<file path="config.mk">
export PLATFORM = sky130hd
export DESIGN_NAME = ahb_master_arbiter
export DESIGN_NICKNAME = d
export VERILOG_FILES = /design/src/rtl/ahb_master_arbiter.sv
export SDC_FILE = /design/constraint.sdc
export NUM_CORES = 1
export LEC_CHECK = 0
export ABC_AREA = 1
export BUFFER_PORTS_ARGS = -buffer_cell sky130_fd_sc_hd__buf_4
export CORE_MARGIN = 2
export CORE_UTILIZATION = 40
export CTS_CLUSTER_SIZE = 14
export DETAILED_ROUTE_END_ITERATION = 16
export GPL_TIMING_DRIVEN = 0
export PLACE_DENSITY = 0.67
export SETUP_SLACK_MARGIN = 0.3
export SLEW_MARGIN = 20
export SYNTH_ARGS = -nofsm -noshare
export SYNTH_HDL_FRONTEND = slang
export SYNTH_SLANG_ARGS = --single-unit
</file>
<file path="constraint.sdc">
create_clock -name HCLK -period 4.4 [get_ports HCLK]
set_input_delay 0.88 -clock HCLK [delete_from_list [all_inputs] [get_ports HCLK]]
set_output_delay 0.88 -clock HCLK [all_outputs]
set_load 0.005 [all_outputs]
</file>
<file path="src/rtl/ahb_master_arbiter.sv">
// Round-robin HMSEL generator for the four-port AHB master mux.
// Holds the current owner through fixed bursts, INCR bursts and locked sequences.
module ahb_master_arbiter #(
   parameter logic [3:0] ENABLE_MASK = 4'b1111,
   parameter int         NUM_BEAT_W  = 4
) (
   input  logic       HCLK,
   input  logic       HRESETn,
   input  logic       HREADY,
   input  logic [1:0] HMASTER,
   input  logic [1:0] M0_HTRANS,
   input  logic [1:0] M1_HTRANS,
   input  logic [1:0] M2_HTRANS,
   input  logic [1:0] M3_HTRANS,
   input  logic [2:0] M0_HBURST,
   input  logic [2:0] M1_HBURST,
   input  logic [2:0] M2_HBURST,
   input  logic [2:0] M3_HBURST,
   input  logic       M0_HMASTLOCK,
   input  logic       M1_HMASTLOCK,
   input  logic       M2_HMASTLOCK,
   input  logic       M3_HMASTLOCK,
   output logic [1:0] HMSEL,
   output logic [3:0] HGRANT,
   output logic       BURST_ACTIVE,
   output logic       PROTO_ERR
);

   localparam logic [1:0] TR_IDLE   = 2'b00;
   localparam logic [1:0] TR_BUSY   = 2'b01;
   localparam logic [1:0] TR_NONSEQ = 2'b10;
   localparam logic [1:0] TR_SEQ    = 2'b11;
   localparam logic [2:0] BU_SINGLE = 3'b000;
   localparam logic [2:0] BU_INCR   = 3'b001;

   function automatic logic [NUM_BEAT_W-1:0] burst_len_m1(input logic [2:0] b);
      case (b)
         3'b010, 3'b011: burst_len_m1 = NUM_BEAT_W'(3);
         3'b100, 3'b101: burst_len_m1 = NUM_BEAT_W'(7);
         3'b110, 3'b111: burst_len_m1 = NUM_BEAT_W'(15);
         default:        burst_len_m1 = NUM_BEAT_W'(0);
      endcase
   endfunction

   logic [NUM_BEAT_W-1:0] beat_cnt_q, beat_cnt_d;
   logic                  incr_hold_q, incr_hold_d;
   logic                  burst_active_q, burst_active_d;
   logic                  proto_err_q, proto_err_d;

   logic [7:0] trans_vec_s;
   logic [1:0] own_trans_s;
   logic [2:0] own_burst_s;
   logic       own_lock_s;
   logic [3:0] req_s;
   logic       final_beat_s, release_s, hold_s, err_s, found_s;
   logic [1:0] cand_s;

   assign trans_vec_s  = {M3_HTRANS, M2_HTRANS, M1_HTRANS, M0_HTRANS};
   assign BURST_ACTIVE = burst_active_q;
   assign PROTO_ERR    = proto_err_q;

   // Select the owner's controls and build the request vector.
   always_comb begin
      case (HMASTER)
         2'd0: begin own_trans_s = M0_HTRANS; own_burst_s = M0_HBURST; own_lock_s = M0_HMASTLOCK; end
         2'd1: begin own_trans_s = M1_HTRANS; own_burst_s = M1_HBURST; own_lock_s = M1_HMASTLOCK; end
         2'd2: begin own_trans_s = M2_HTRANS; own_burst_s = M2_HBURST; own_lock_s = M2_HMASTLOCK; end
         default: begin own_trans_s = M3_HTRANS; own_burst_s = M3_HBURST; own_lock_s = M3_HMASTLOCK; end
      endcase
      req_s = 4'b0000;
      for (int i = 0; i < 4; i++) begin
         req_s[i] = ENABLE_MASK[i] & (trans_vec_s[2*i +: 2] == TR_NONSEQ) & (HMASTER != 2'(i));
      end
   end

   // The final SEQ beat of a fixed burst, IDLE and NONSEQ SINGLE all let the
   // owner go at the very edge they are accepted.
   always_comb begin
      final_beat_s = (own_trans_s == TR_SEQ) & (beat_cnt_q == NUM_BEAT_W'(1)) & ~incr_hold_q;
      release_s    = (own_trans_s == TR_IDLE) | final_beat_s |
                     ((own_trans_s == TR_NONSEQ) & (own_burst_s == BU_SINGLE));
      hold_s       = own_lock_s | (own_trans_s == TR_BUSY) |
                     ((own_trans_s == TR_SEQ) & ~final_beat_s) |
                     ((own_trans_s == TR_NONSEQ) & (own_burst_s != BU_SINGLE)) |
                     (burst_active_q & ~release_s);
      err_s        = (((own_trans_s == TR_SEQ) | (own_trans_s == TR_BUSY)) &
                      (beat_cnt_q == NUM_BEAT_W'(0)) & ~incr_hold_q) |
                     ((own_trans_s == TR_NONSEQ) & (beat_cnt_q != NUM_BEAT_W'(0))) |
                     ~ENABLE_MASK[HMASTER];
   end

   // Rotating search from owner+1; parks on the owner when nobody asks.
   always_comb begin
      HMSEL   = HMASTER;
      found_s = 1'b0;
      cand_s  = HMASTER;
      if (!hold_s) begin
         for (int k = 1; k < 4; k++) begin
            cand_s = HMASTER + 2'(k);
            if (!found_s && req_s[cand_s]) begin
               HMSEL   = cand_s;
               found_s = 1'b1;
            end else begin
               found_s = found_s;
            end
         end
      end else begin
         HMSEL = HMASTER;
      end
      HGRANT = 4'b0001 << HMSEL;
   end

   // Burst tracking next state; frozen while HREADY is low.
   always_comb begin
      beat_cnt_d     = beat_cnt_q;
      incr_hold_d    = incr_hold_q;
      burst_active_d = burst_active_q;
      proto_err_d    = 1'b0;
      if (HREADY) begin
         case (own_trans_s)
            TR_NONSEQ: begin
               if (own_burst_s[2] | own_burst_s[1]) begin
                  beat_cnt_d     = burst_len_m1(own_burst_s);
                  incr_hold_d    = 1'b0;
                  burst_active_d = 1'b1;
               end else if (own_burst_s == BU_INCR) begin
                  beat_cnt_d     = NUM_BEAT_W'(0);
                  incr_hold_d    = 1'b1;
                  burst_active_d = 1'b1;
               end else begin
                  beat_cnt_d     = NUM_BEAT_W'(0);
                  incr_hold_d    = 1'b0;
                  burst_active_d = own_lock_s;
               end
            end
            TR_SEQ: begin
               if (beat_cnt_q != NUM_BEAT_W'(0)) begin
                  beat_cnt_d     = beat_cnt_q - NUM_BEAT_W'(1);
                  burst_active_d = (beat_cnt_q != NUM_BEAT_W'(1)) | own_lock_s;
               end else begin
                  burst_active_d = incr_hold_q | own_lock_s;
               end
            end
            TR_IDLE: begin
               beat_cnt_d     = NUM_BEAT_W'(0);
               incr_hold_d    = 1'b0;
               burst_active_d = own_lock_s;
            end
            default: begin
               beat_cnt_d = beat_cnt_q;
            end
         endcase
         if (err_s) begin
            beat_cnt_d     = NUM_BEAT_W'(0);
            incr_hold_d    = 1'b0;
            burst_active_d = own_lock_s;
            proto_err_d    = 1'b1;
         end else begin
            proto_err_d = 1'b0;
         end
      end else begin
         proto_err_d = 1'b0;
      end
   end

   // State registers.
   always_ff @(posedge HCLK or negedge HRESETn) begin
      if (!HRESETn) begin
         beat_cnt_q     <= NUM_BEAT_W'(0);
         incr_hold_q    <= 1'b0;
         burst_active_q <= 1'b0;
         proto_err_q    <= 1'b0;
      end else begin
         beat_cnt_q     <= beat_cnt_d;
         incr_hold_q    <= incr_hold_d;
         burst_active_q <= burst_active_d;
         proto_err_q    <= proto_err_d;
      end
   end

endmodule
</file>
==> flow_summary.toml <==
[status]
outcome = "completed"

[floorplanning]
dieWidth_um = 58.1
fp.dieArea_um2 = 3370
floorplan.initialDensity_pct = 42.4
fp-row-count = 19
core_region_area_um2 = 2760
die-height_um = 58.1
ioPinCount = 37

[sta]
maxSlewHeadroom_pct = 81.2
max_freq_ghz = 0.257
report.final.hold_viol_count = 0
final-setup-viol-count = 0
finalCriticalPeriod_ps = 3890
maxSlewViolCount = 0
final.setup_skew_ps = 8.57
timing.setup.tns_ps = 0
grt_setup_unrepaired = "no"
timing_worst_slew_pin_value_ps = 282
fin_crit_sh_pct = 88.5

[synth]
seq_area_frac_synth_pct = 15.0
syn_nets = 236
ys_ff_latch = 7
post_synthesis_cell_area_um2 = 1170
synth_cells = 196
ys_warn_count = 0
yosys.cell_types.count = 30
syn_avg_cell_area_um2 = 5.97

[pwr]
p_per_area_nw_per_um2 = 312
cellLeakagePower_nw = 0.831
worst_ir_drop_vdd_uv = 271

[setup_path]
critical_path_cell_by_cell = "buf_4, ha_1, inv_2, buf_6, or2_1, o21a_2, inv_2, ha_4, inv_1, a31oi_1, nand3_1, a21oi_4, nand2_1, nand2_1, nand2_1, nor2_1, buf_4"
cp-end-kind = "output port"
cell_family_with_most_cp_delay = "simple AND/OR/NAND/NOR gates"
critPathMaxStageDelay_ps = 220
cpMostUsedCell = "nand2_1"
start_kind = "input port"
worstPathArrival_ps = 3010
path_max_fanout = 10
worst-r2r-setup-slack_ps = 2670
critical_path_buf_inv_count = 6
critical_path_class = "input port to output port"
crit_required_ps = 3520
slowest_stage = "ha_1"

[routing]
totalWireLength_mm = 2.92
drtPass1Iterations = 4
post_drt_wl_per_cell_um = 10.9
vias = 1341
drcViolationCount = 0
drt-vias-per-instance = 5.02
detail_route.iter0.violations = 41
postRouteAntennaNets = 0

[place]
globalplace.congestion = 0.861
dp_hpwl_mm = 2.41
count_of_input_and_output_buffers = 36

[layout]
post_route_cells_drive_above_1_share_pct = 28.8
seq_area_um2 = 175
multi_input_comb_area_um2 = 938
flow.area_growth_from_synthesis_pct = 34.2
finalNetCount = 277
fillerInstances = 281
utilization_pct = 56.9
n_antenna_cell = 0

[hold_path]
hold_path_class = "input port to asynchronous set/reset pin"

[global_route]
first_global_vias = 1262
grt_usage_pct = 18.8
global_route.overflow_total = 0
grt_antenna_before_repair = 0
grt_pass1_wl_mm = 5.13
grt_start_max_net_pins = 12

[cts]
cts-resized-gates = 5
cts_hold_buf = 0
clk-insertion-delay-late_ps = 250
tritoncts = "yes"
clkSlewWorstSetupHoldPaths_ps = 60
clockBufferDepth = 2
cts_inserted_buffers = 3
htree_num_levels = 1
root_buffer = "clkbuf_4"
clock_sink_count = 7
postCtsSetupRepairBufs = 0

[job]
drv_cap = 0
==> flip-flops by register name, summed over array words and instances, names as in the netlist <==
signal / flops
incr_hold_q: 1
beat_cnt_q: 4
BURST_ACTIVE: 1
PROTO_ERR: 1
==> cell usage in the layout, fill, tap and decap left out, types with 2 or more instances in the layout <==
cell type,count
or2_2,3
o21ai_0,9
o21ai_1,2
o21ai_2,3
nand2_1,71
nand2_2,5
dfrtp_1,7
nand3_2,2
ha_1,6
a21oi_1,2
nor2_1,11
buf_4,36
inv_2,4
nand4_1,5
clkbuf_4,3
nand3_1,24
inv_1,19
ha_4,4
a31oi_1,2
==> layer usage <==
layer,part of all wire [%],up-vias,track usage [%],wire length [µm]
li1,-,722,-,-
met1,47,596,23.3,1370
met2,50,21,32.8,1440
met3,2.9,2,3.79,84
met4,0.55,0,5.32,16
met5,0,-,0,0
==> stage by stage <==
stage | instance area, µm² | instances | hold slack [ps] | worst slack [ps] | power [W]
2_1_floorplan | 1170 | 196 | 453 | 684 | 0.000321
3_3_place_gp | 1480 | 263 | 481 | 205 | 0.000421
3_5_place_dp | 1480 | 263 | 478 | 187 | 0.000421
4_1_cts | 1530 | 267 | 422 | 348 | 0.000487
5_1_grt | 1570 | 267 | 423 | 298 | 0.000549
6_report | 1570 | 267 | 424 | 508 | 0.000490
==> cells by family after synthesis <==
family,after synthesis,synth area share [%]
xor gates and xnor gates,1,0.749
and+or+nand+nor,125,47.9
AOI/OAI and AO/OA,26,14.8
adders and majority gates,11,11.8
buffers and inverters,26,9.84
DFF,7,15.0
==> worst paths after layout <==
kind,cells past startpoint,start,endpoint
setup reg to reg,9,beat_cnt_q[0],beat_cnt_q[2]
min in group HCLK,2,beat_cnt_q[3],beat_cnt_q[3]
max in group asynchronous,1,HRESETn,PROTO_ERR
hold / removal,1,HRESETn,beat_cnt_q[0]
setup / recovery,17,HMASTER[1],HGRANT[1]
hold reg to reg,2,beat_cnt_q[3],beat_cnt_q[3]
==> cell type report <==
class	count	share of cell area (%)
tap	31	2.47
buffer	2	1.67
clock buffer	4	1.67
timing repair buffer	36	17.2
inverter	24	6.06
sequential	7	11.2
multi-input combinational	163	59.8
==> power by group <==
group	internal (W)	switching (W)	total, W
combinational	0.000138	0.000185	0.000323
clock	0.0000347	0.0000246	0.0000593
sequential	0.0000891	0.0000190	0.000108
==> synth_stat cells <==
cell      count  area share [%]
o21ai_1       2            0.86
o21ai_2       3             2.2
xnor2_1       1            0.75
or2_0         1            0.54
a31oi_1       2             1.1
clkbuf_8      1             1.2
ha_1         11              12
buf_6         1            0.96
o31ai_1       1            0.64
nand3b_1      1            0.64
o21ai_0       9             3.8
o211ai_1      1            0.64
a21oi_4       1             1.4
a21oi_1       2            0.86
nand4_1       5             2.7
o22ai_1       2             1.1
nand2_1      71              23
nand3_1      24              10
or2_2         3             1.6
a22o_1        1            0.75
nand2_2       5             2.7
o21a_2        1            0.75
or2_1         1            0.54
nand2_4       1            0.96
dfrtp_1       7              15
inv_2         3            0.96
nor2_1       11             3.5
a211oi_1      1            0.64
nand3_2       2             1.7
inv_1        21             6.7
No activity file was read; power rests on OpenSTA's default activity.
